**src/rtl/accumulator_stage_if.sv**
```systemverilog
// Request/result bundle between the upstream requester and accumulator_stage.
// The master drives requests; the slave (the stage) returns handshake and result state.
interface accumulator_stage_if #(
  parameter int WIDTH = 4
) ();
  logic             in_valid;
  logic             in_ready;
  logic [2:0]       op;
  logic [WIDTH-1:0] operand;
  logic [WIDTH-1:0] acc_out;
  logic             carry;
  logic             zero;
  logic             done;
  logic             busy;

  modport master (
    output in_valid,
    output op,
    output operand,
    input  in_ready,
    input  acc_out,
    input  carry,
    input  zero,
    input  done,
    input  busy
  );

  modport slave (
    input  in_valid,
    input  op,
    input  operand,
    output in_ready,
    output acc_out,
    output carry,
    output zero,
    output done,
    output busy
  );
endinterface

```
**src/rtl/accumulator_stage.sv**
```systemverilog
// Accumulator stage behind the combinational WIDTH-bit adder: single-cycle LOAD/ADD/ADC/CLR
// plus a WIDTH-cycle shift-and-add multiply that reuses the same adder every cycle.
module accumulator_stage #(
  parameter int WIDTH = 4
) (
  input  logic               clk,
  input  logic               rst,
  accumulator_stage_if.slave bus
);

  localparam int CNT_W = (WIDTH > 1) ? $clog2(WIDTH) : 1;
  localparam logic [CNT_W-1:0] CNT_LAST = CNT_W'(WIDTH - 1);
  localparam logic [CNT_W-1:0] CNT_ONE  = CNT_W'(1);
  localparam logic [CNT_W-1:0] CNT_ZERO = CNT_W'(0);
  localparam logic [WIDTH-1:0] ZERO_W   = {WIDTH{1'b0}};

  localparam logic [2:0] OP_LOAD = 3'b001;
  localparam logic [2:0] OP_ADD  = 3'b010;
  localparam logic [2:0] OP_ADC  = 3'b011;
  localparam logic [2:0] OP_MUL  = 3'b100;
  localparam logic [2:0] OP_CLR  = 3'b101;

  typedef enum logic [0:0] {
    ST_IDLE = 1'b0,
    ST_MUL  = 1'b1
  } state_t;

  state_t           state_r, state_s;
  logic [WIDTH-1:0] acc_r, acc_s;
  logic             carry_r, carry_s;
  logic             zero_r, zero_s;
  logic             done_r, done_s;
  logic             busy_r, busy_s;
  logic [WIDTH-1:0] m_r, m_s;
  logic [WIDTH-1:0] h_r, h_s;
  logic [WIDTH-1:0] l_r, l_s;
  logic [CNT_W-1:0] cnt_r, cnt_s;

  logic [WIDTH-1:0] add_a_s;
  logic [WIDTH-1:0] add_b_s;
  logic             add_cin_s;
  logic [WIDTH:0]   sum_s;
  logic [WIDTH:0]   hn_s;
  logic [WIDTH-1:0] mul_h_next_s;
  logic [WIDTH-1:0] mul_l_next_s;
  logic             transfer_s;

  function automatic logic [WIDTH:0] comb_adder(
    input logic [WIDTH-1:0] a,
    input logic [WIDTH-1:0] b,
    input logic             cin
  );
    comb_adder = {1'b0, a} + {1'b0, b} + {{WIDTH{1'b0}}, cin};
  endfunction

  assign transfer_s   = bus.in_valid && (state_r == ST_IDLE);
  assign bus.in_ready = (state_r == ST_IDLE);
  assign bus.acc_out  = acc_r;
  assign bus.carry    = carry_r;
  assign bus.zero     = zero_r;
  assign bus.done     = done_r;
  assign bus.busy     = busy_r;

  // Adder operand select: partial product H + M while multiplying, else ACC + OPERAND (+CARRY on ADC)
  always_comb begin
    add_a_s   = acc_r;
    add_b_s   = bus.operand;
    add_cin_s = 1'b0;
    if (state_r == ST_MUL) begin
      add_a_s = h_r;
      add_b_s = m_r;
    end else if (bus.op == OP_ADC) begin
      add_cin_s = carry_r;
    end else begin
      add_cin_s = 1'b0;
    end
  end

  assign sum_s = comb_adder(add_a_s, add_b_s, add_cin_s);

  // One shift-and-add step: conditionally add M into H, then shift {c,H,L} right by one
  always_comb begin
    hn_s         = l_r[0] ? sum_s : {1'b0, h_r};
    mul_h_next_s = hn_s[WIDTH:1];
    mul_l_next_s = {hn_s[0], l_r[WIDTH-1:1]};
  end

  // Next-state and next-register values for the IDLE/MUL controller
  always_comb begin
    state_s = state_r;
    acc_s   = acc_r;
    carry_s = carry_r;
    zero_s  = zero_r;
    done_s  = 1'b0;
    busy_s  = busy_r;
    m_s     = m_r;
    h_s     = h_r;
    l_s     = l_r;
    cnt_s   = cnt_r;
    case (state_r)
      ST_IDLE: begin
        busy_s = 1'b0;
        if (transfer_s) begin
          case (bus.op)
            OP_LOAD: begin
              acc_s  = bus.operand;
              zero_s = (bus.operand == ZERO_W);
              done_s = 1'b1;
            end
            OP_ADD, OP_ADC: begin
              acc_s   = sum_s[WIDTH-1:0];
              carry_s = sum_s[WIDTH];
              zero_s  = (sum_s[WIDTH-1:0] == ZERO_W);
              done_s  = 1'b1;
            end
            OP_MUL: begin
              m_s     = bus.operand;
              l_s     = acc_r;
              h_s     = ZERO_W;
              cnt_s   = CNT_ZERO;
              state_s = ST_MUL;
              busy_s  = 1'b1;
            end
            OP_CLR: begin
              acc_s   = ZERO_W;
              carry_s = 1'b0;
              zero_s  = 1'b1;
              done_s  = 1'b1;
            end
            default: begin
              // NOP and the reserved codes complete without touching state
              done_s = 1'b1;
            end
          endcase
        end else begin
          done_s = 1'b0;
        end
      end
      ST_MUL: begin
        h_s   = mul_h_next_s;
        l_s   = mul_l_next_s;
        cnt_s = cnt_r + CNT_ONE;
        if (cnt_r == CNT_LAST) begin
          acc_s   = mul_l_next_s;
          carry_s = |mul_h_next_s;
          zero_s  = (mul_l_next_s == ZERO_W);
          state_s = ST_IDLE;
          busy_s  = 1'b0;
          done_s  = 1'b1;
        end else begin
          state_s = ST_MUL;
          busy_s  = 1'b1;
        end
      end
      default: begin
        state_s = ST_IDLE;
        busy_s  = 1'b0;
      end
    endcase
  end

  // State and datapath registers; reset discards any multiply in flight
  always_ff @(posedge clk or posedge rst) begin
    if (rst) begin
      state_r <= ST_IDLE;
      acc_r   <= ZERO_W;
      carry_r <= 1'b0;
      zero_r  <= 1'b1;
      done_r  <= 1'b0;
      busy_r  <= 1'b0;
      m_r     <= ZERO_W;
      h_r     <= ZERO_W;
      l_r     <= ZERO_W;
      cnt_r   <= CNT_ZERO;
    end else begin
      state_r <= state_s;
      acc_r   <= acc_s;
      carry_r <= carry_s;
      zero_r  <= zero_s;
      done_r  <= done_s;
      busy_r  <= busy_s;
      m_r     <= m_s;
      h_r     <= h_s;
      l_r     <= l_s;
      cnt_r   <= cnt_s;
    end
  end

endmodule

```
**src/flat_wrapper.sv**
```systemverilog
// flat-port wrapper written by rule: the top's interface ports become plain ports
module accumulator_stage_flat 
#(
  parameter int WIDTH = 4
)
  (clk, rst, bus_in_valid, bus_op, bus_operand, bus_in_ready, bus_acc_out, bus_carry, bus_zero, bus_done, bus_busy);
  accumulator_stage_if #(.WIDTH(WIDTH)) bus_i ();
  input  logic clk;
  input  logic rst;
  input wire logic [$bits(bus_i.in_valid)-1:0] bus_in_valid;
  input wire logic [$bits(bus_i.op)-1:0] bus_op;
  input wire logic [$bits(bus_i.operand)-1:0] bus_operand;
  output wire logic [$bits(bus_i.in_ready)-1:0] bus_in_ready;
  output wire logic [$bits(bus_i.acc_out)-1:0] bus_acc_out;
  output wire logic [$bits(bus_i.carry)-1:0] bus_carry;
  output wire logic [$bits(bus_i.zero)-1:0] bus_zero;
  output wire logic [$bits(bus_i.done)-1:0] bus_done;
  output wire logic [$bits(bus_i.busy)-1:0] bus_busy;
  assign bus_i.in_valid = bus_in_valid;
  assign bus_i.op = bus_op;
  assign bus_i.operand = bus_operand;
  assign bus_in_ready = bus_i.in_ready;
  assign bus_acc_out = bus_i.acc_out;
  assign bus_carry = bus_i.carry;
  assign bus_zero = bus_i.zero;
  assign bus_done = bus_i.done;
  assign bus_busy = bus_i.busy;
  accumulator_stage #(.WIDTH(WIDTH)) u_core (.clk(clk), .rst(rst), .bus(bus_i));
endmodule
```
**config.mk**
```make
export PLATFORM = sky130hd
export DESIGN_NAME = accumulator_stage_flat
export DESIGN_NICKNAME = d
export VERILOG_FILES = /design/src/rtl/accumulator_stage_if.sv /design/src/rtl/accumulator_stage.sv /design/src/flat_wrapper.sv
export SDC_FILE = /design/constraint.sdc
export NUM_CORES = 1
export LEC_CHECK = 0
export ABC_AREA = 1
export CAP_MARGIN = 30
export CORE_MARGIN = 2
export CORE_UTILIZATION = 65
export CTS_CLUSTER_SIZE = 14
export DETAILED_ROUTE_END_ITERATION = 10
export DONT_BUFFER_PORTS = 1
export PLACE_DENSITY_LB_ADDON = 0.3
export SLEW_MARGIN = 5
export SYNTH_ARGS = -nofsm -noshare
export SYNTH_HDL_FRONTEND = slang
export SYNTH_SLANG_ARGS = --single-unit
```
**constraint.sdc**
```tcl
create_clock -name clk -period 4.25 [get_ports clk]
set_clock_uncertainty 0.2 [all_clocks]
set_input_delay 0.425 -clock clk [delete_from_list [all_inputs] [get_ports clk]]
set_output_delay 0.425 -clock clk [all_outputs]
set_load 0.02 [all_outputs]
```
==> reports/qor.yml, run 1 <==
outcome:
  outcome: "finished clean"
finish:
  nFillCells: 167
  nets: 214
  drive_gt1_share_pct: 6.09
  layout_commonest_cell: "nand2_1"
  diodes: 0
  stdcell_area_mm2: 0.00146
  final-seq-area_um2: 552
  synthToLayoutAreaGrowth_pct: 3.63
  final_cell_mix: "nand2_1, inv_1, dfrtp_1, o21ai_0, nor2_1"
  multi_input_area_um2: 708
floorplan:
  std_cell_rows: 16
  die_h_um: 50.6
  core_mm2: 0.00200
  start_util_pct: 70.5
  dieArea_mm2: 0.00256
  pin_count: 19
  die_w_um: 50.6
global_route:
  antenna_found_initial: 0
  overflow: 0
  grt_pass1_wl_um: 5840
  grt_usage_pct: 30.3
  grt_pass1_vias: 1306
  grt_start_max_net_pins: 28
drt:
  avgRoutedWirePerCell_um: 15.7
  first_pass_iters: 5
  drt-total-wl_um: 3530
  vias: 1345
  drc: 0
  ant_nets: 0
  viasPerCell: 6.00
  drt-initial-drc-count: 109
clock_network:
  clk_path_buf_depth: 2
  clk_pin_slew_ns: 0.12
  clkLatencyLatePin_ns: 0.32
  clock_sinks: 22
  cts_resized: 0
  cts_buffers: 3
  cts_root_buf: "clkbuf_4"
  tritoncts: "built"
  htree_num_levels: 1
sta:
  worst_pin_slew_ns: 0.869
  fin_ws_ns: 1.25
  setup_viol_count_final: 0
  fmax_ghz: 0.334
  hold_viol_final: 0
  finalCritPeriodShare_pct: 70.5
  max-slew-margin-rel_pct: 42.0
  tns_ns: 0
  drv_slew: 0
  rsz0062_at_grt: "no"
  fin_crit_ns: 3.00
power_and_ir_drop:
  power_density_mw_per_mm2: 836
  p_leak_nw: 0.742
  vdd_ir_drop_max_mv: 0.561
place:
  portBuffers: 0
  pre_cts_ws_ns: 0.883
  dp_hpwl_um: 2480
  placed_cell_area_mm2: 0.00140
  gp_congestion: 0.952
yosys:
  synth_area_per_cell_um2: 7.20
  synth_flop_cell: "dfrtp_1"
  synth_area_mm2: 0.00141
  ys_ff_latch: 22
  synth_top_area_share_pct: 37.2
  synth-compound-area-share_pct: 14.2
  synthArstFlopShare_pct: 100
  synth.area.mux_share_pct: 0
  synth_xor_area_share_pct: 0
  synth_fa_ha_area_share_pct: 6.38
  synth_top_family_by_area: "simple AND/OR/NAND/NOR gates"
  yosys_warnings: 0
  synth-edff-count: 0
  synth-simple-area-share_pct: 29.6
  syn_inst: 196
  yosysTopAreaCell: "dfrtp_1"
  yosys-top-cells-area: "dfrtp_1, nand2_1, o21ai_0"
  ys_seq_area_share_pct: 39.1
  syn_nets: 212
  ys_types: 25
worst_setup_path:
  cp-end-kind: "register"
  cp.arrival_ns: 3.01
  crit_type: "register to register"
  crit_fanout: 26
  startpoint_type: "register"
  cp_data_required_time_ns: 4.26
min_path:
  holdCritPathClass: "primary input to register"
flow_run:
  cap_violations: 0
## Yosys cell counts, types with 2 or more instances
master	count
nand2_1	61
inv_1	24
dfrtp_1	21
o21ai_0	20
nor2_1	19
nand3_1	15
a21oi_1	8
ha_1	4
buf_2	2
buf_6	2
fa_1	2
nand2_2	2
nor3_1	2
o221ai_1	2
o22ai_1	2
## flip-flops by register name, indices dropped and copies added, names as in the netlist, 2 cells and up
| signal | cells |
|---|---|
| u_core.bus.acc_out | 4 |
| u_core.m_r | 4 |
| u_core.cnt_r | 2 |
| u_core.l_r | 4 |
| u_core.h_r | 4 |
## stage by stage
stage	std cells	power (mW)	hold WS, ns	util, %
after floorplan	196	0.949	0.213	-
after global placement	218	1.05	0.267	69.9
after detailed placement	218	1.07	0.278	69.9
after CTS	223	1.17	0.0785	71.7
after global routing	224	1.34	0.122	73.1
final	224	1.22	0.0740	73.1
## where the power goes
part | internal, mW | total (mW) | switching [mW]
clock network | 0.0367 | 0.103 | 0.0662
registers | 0.304 | 0.415 | 0.111
logic | 0.242 | 0.705 | 0.463
## worst paths after layout
path / slack [ns] / to / depth (start not counted) / startpoint
worst max-delay path: 1.25 / u_core.bus.carry / 12 / u_core.state_r
worst min-delay path: 0.07 / u_core.m_r[0] / 2 / bus_operand[0]
worst max register to register: 1.25 / u_core.bus.carry / 12 / u_core.state_r
worst min register to register: 0.30 / u_core.m_r[3] / 2 / u_core.m_r[3]
max in group asynchronous: 2.79 / u_core.bus.carry / 2 / rst
min in group asynchronous: 0.52 / u_core.l_r[2] / 2 / rst
## critical path: stages (launching register included)
cell and delay (ns):
dfrtp_1 0.52, buf_16 0.22, nor2_1 0.23, nand3_1 0.13, fa_1 0.38, inv_1 0.11, fa_1 0.47, o21ai_1 0.21
nand3_1 0.11, nand2_1 0.09, nand3_1 0.07, nor2_1 0.11, nor2_1 0.05
## routing by layer
metal,wire (µm),vias up,GRT usage (%)
li1,-,634,-
met1,1340,619,41.4
met2,1750,83,50.7
met3,354,9,3.27
met4,78,0,9.46
met5,0,-,0
## cell type report
cell class | instances | area share (%)
multi-input cells | 143 | 48.4
well taps | 27 | 2.31
inverters | 26 | 7.19
clock buffers | 4 | 1.80
repair buffers | 2 | 2.57
flip-flops and latches | 22 | 37.7
## cells by family (layout without fill, tap and decap cells)
logic type / after synthesis / after routing
simple gates: 101 / 101
compound gates: 36 / 36
buf+inv: 31 / 32
flops: 22 / 22
fa+ha+maj: 6 / 6
## repair_timing
item                                    in CTS  in global routing
buffers inserted                             0                  0
endpoints found under the setup margin       0                  0
hold endpoints to repair                    21                  0
hold buffers                                 1                  0
Note: power is estimated with default switching activity, not from simulation.
==> inputs of run 2 (changes only) <==
--- a/config.mk
+++ b/config.mk
@@ -8,7 +8,7 @@
 export ABC_AREA = 1
 export CAP_MARGIN = 30
 export CORE_MARGIN = 2
-export CORE_UTILIZATION = 65
+export CORE_UTILIZATION = 56
 export CTS_CLUSTER_SIZE = 14
 export DETAILED_ROUTE_END_ITERATION = 10
 export DONT_BUFFER_PORTS = 1
==> constraint.sdc (replaced) <==
create_clock -name clk -period 2.64 [get_ports clk]
set_clock_uncertainty 0.2 [all_clocks]
set_input_delay 0.264 -clock clk [delete_from_list [all_inputs] [get_ports clk]]
set_output_delay 0.264 -clock clk [all_outputs]
set_load 0.02 [all_outputs]
==> run 2 against run 1 <==
Register-to-register slack lost 1.2 ns. Sequential power increased by 61%. Sequential cell count unchanged. Critical path depth unchanged. Critical path type unchanged. Largest cell class unchanged.
==> reports/qor.yml, run 2 (synthesis gave the netlist of run 1 again) <==
worst_setup_path:
  r2r_start: "u_core.state_r"
  path_cells: "nor2_2 > nand3_2 > fa_2 > inv_2 > fa_2 > nor2_1 > nand2_1 > nor2_1 > nand3_1 > nand2_1 > nand2_1 > a21oi_2"
  r2r-end: "u_core.bus.zero"
  cp.arrival_ns: 2.61
  crit_family: "adder cells"
  rr_worst_depth: 12
  crit_type: "register to register"
  worst_path_max_delay_cell: "dfrtp_2"
  critPathMaxStageDelay_ns: 0.49
  ff2ff_setup_slack_ns: 0.08
  cp.buffers_inverters: 1
  crit_top_cell: "nand2_1"
  crit_fanout: 5
  startpoint_type: "register"
  cp-end-kind: "register"
  cp_data_required_time_ns: 2.69
floorplan:
  die_h_um: 54.2
  die_w_um: 54.2
  std_cell_rows: 18
  start_util_pct: 58.0
  dieArea_mm2: 0.00294
  pin_count: 19
  core_mm2: 0.00243
place:
  dp_hpwl_um: 2590
  pre_cts_ws_ns: 0.144
  placed_cells: 225
  portBuffers: 0
  placed_cell_area_mm2: 0.00146
  gp_congestion: 0.904
power_and_ir_drop:
  power_density_mw_per_mm2: 1300
  power_frac_comb_pct: 59.3
  vdd_ir_drop_max_mv: 0.836
  clkPwrFrac_pct: 8.0
  power_switching_mw: 1.06
  p_leak_nw: 0.778
  pwr-share-seq_pct: 32.7
  p_int_uw: 987
  switching_share_pct: 51.7
finish:
  fin_cells: 235
  nets: 222
  final_cell_mix: "nand2_1, inv_1, dfrtp_1, o21ai_0, nor2_1"
  diodes: 0
  synthToLayoutAreaGrowth_pct: 11.2
  stdcell_area_mm2: 0.00157
  layout_commonest_cell: "nand2_1"
  drive_gt1_share_pct: 14.1
sta:
  drv_slew: 0
  finalCritPeriodShare_pct: 97.1
  fmax_ghz: 0.390
  rsz0062_at_grt: "yes"
  setup_viol_count_final: 0
  hold_viol_final: 0
  fin_ws_ns: 0.0776
  tns_ns: 0
  worst_pin_slew_ns: 0.860
  fin_crit_ns: 2.56
  max-slew-margin-rel_pct: 42.6
clock_network:
  clkLatencyLatePin_ns: 0.32
  htree_num_levels: 1
  cts_root_buf: "clkbuf_4"
  cts_buffers: 3
  clock_sinks: 22
  tritoncts: "built"
  clk_pin_slew_ns: 0.13
  clk_path_buf_depth: 2
drt:
  first_pass_iters: 5
  ant_nets: 0
  drt-initial-drc-count: 75
  viasPerCell: 5.79
  avgRoutedWirePerCell_um: 14.7
  drt-total-wl_um: 3450
  drc: 0
  vias: 1360
global_route:
  grt_start_max_net_pins: 23
  overflow: 0
  grt_usage_pct: 26.6
  grt_pass1_vias: 1197
  grt_pass1_wl_um: 5490
  antenna_found_initial: 0
flow_run:
  cap_violations: 0
min_path:
  min_to: "u_core.m_r[2]"
  worstHoldPathCells: 2
  hold_start: "bus_operand[2]"
  holdCritPathClass: "primary input to register"
outcome:
  outcome: "finished clean"
run 2: worst max-delay path by stage:
stage	from	to	depth (start not counted)
2_1_floorplan	u_core.state_r	u_core.bus.zero	15
3_3_place_gp	u_core.state_r	u_core.bus.zero	12
3_5_place_dp	u_core.state_r	u_core.bus.zero	12
4_1_cts	bus_operand[0]	u_core.bus.zero	14
5_1_grt	u_core.state_r	u_core.bus.zero	12
6_report	u_core.state_r	u_core.bus.zero	12
run 2: stage by stage:
| step | util, % | total power, mW | hold WS, ns |
|---|---|---|---|
| floorplan | - | 1.60 | 0.0524 |
| global placement | 59.9 | 1.79 | 0.157 |
| detailed placement | 59.9 | 1.81 | 0.166 |
| CTS | 63.1 | 1.99 | 0.00374 |
| global route | 64.5 | 2.23 | 0.0284 |
| finish | 64.5 | 2.04 | 0.00625 |
run 2: worst register-to-register path, delay by kind of cell, from the launching register on:
| family | cells | cell delay [ns] |
|---|---|---|
| buf+inv | 1 | 0.07 |
| fa+ha+maj | 2 | 0.84 |
| compound gates | 1 | 0.14 |
| flops | 1 | 0.49 |
| simple gates | 8 | 0.76 |
run 2: routing by layer:
layer  GRT usage (%)  share of wire (%)  vias up
met5               0                  0        -
met3            4.44                8.5       11
met4            9.17                2.4        0
met1            36.5                 41      628
met2            42.6                 48       70
li1                -                  -      651
run 2: power by group through the flow:
stage / Combinational [mW] / Clock (mW) / Sequential (mW)
finish: 1.21 / 0.164 / 0.669
CTS: 1.16 / 0.166 / 0.659
global placement: 1.12 / 0 / 0.663
detailed placement: 1.14 / 0 / 0.667
floorplan: 0.950 / 0 / 0.646
global route: 1.37 / 0.172 / 0.690
run 2: layout make-up:
cell class                 count  area [µm²]
fill                         223         863
multi-input combinational    143         756
sequential                    22         553
inverter                      26         105
timing repair buffer          10        91.3
tap                           30        37.5
clock buffer                   4        26.3
run 2: what timing repair did:
item	4_1_cts	5_1_grt
hold buffers	5	0
gates resized for setup	0	9
endpoints found under the hold margin	25	0
buffers inserted	0	1
endpoints found under the setup margin	0	2
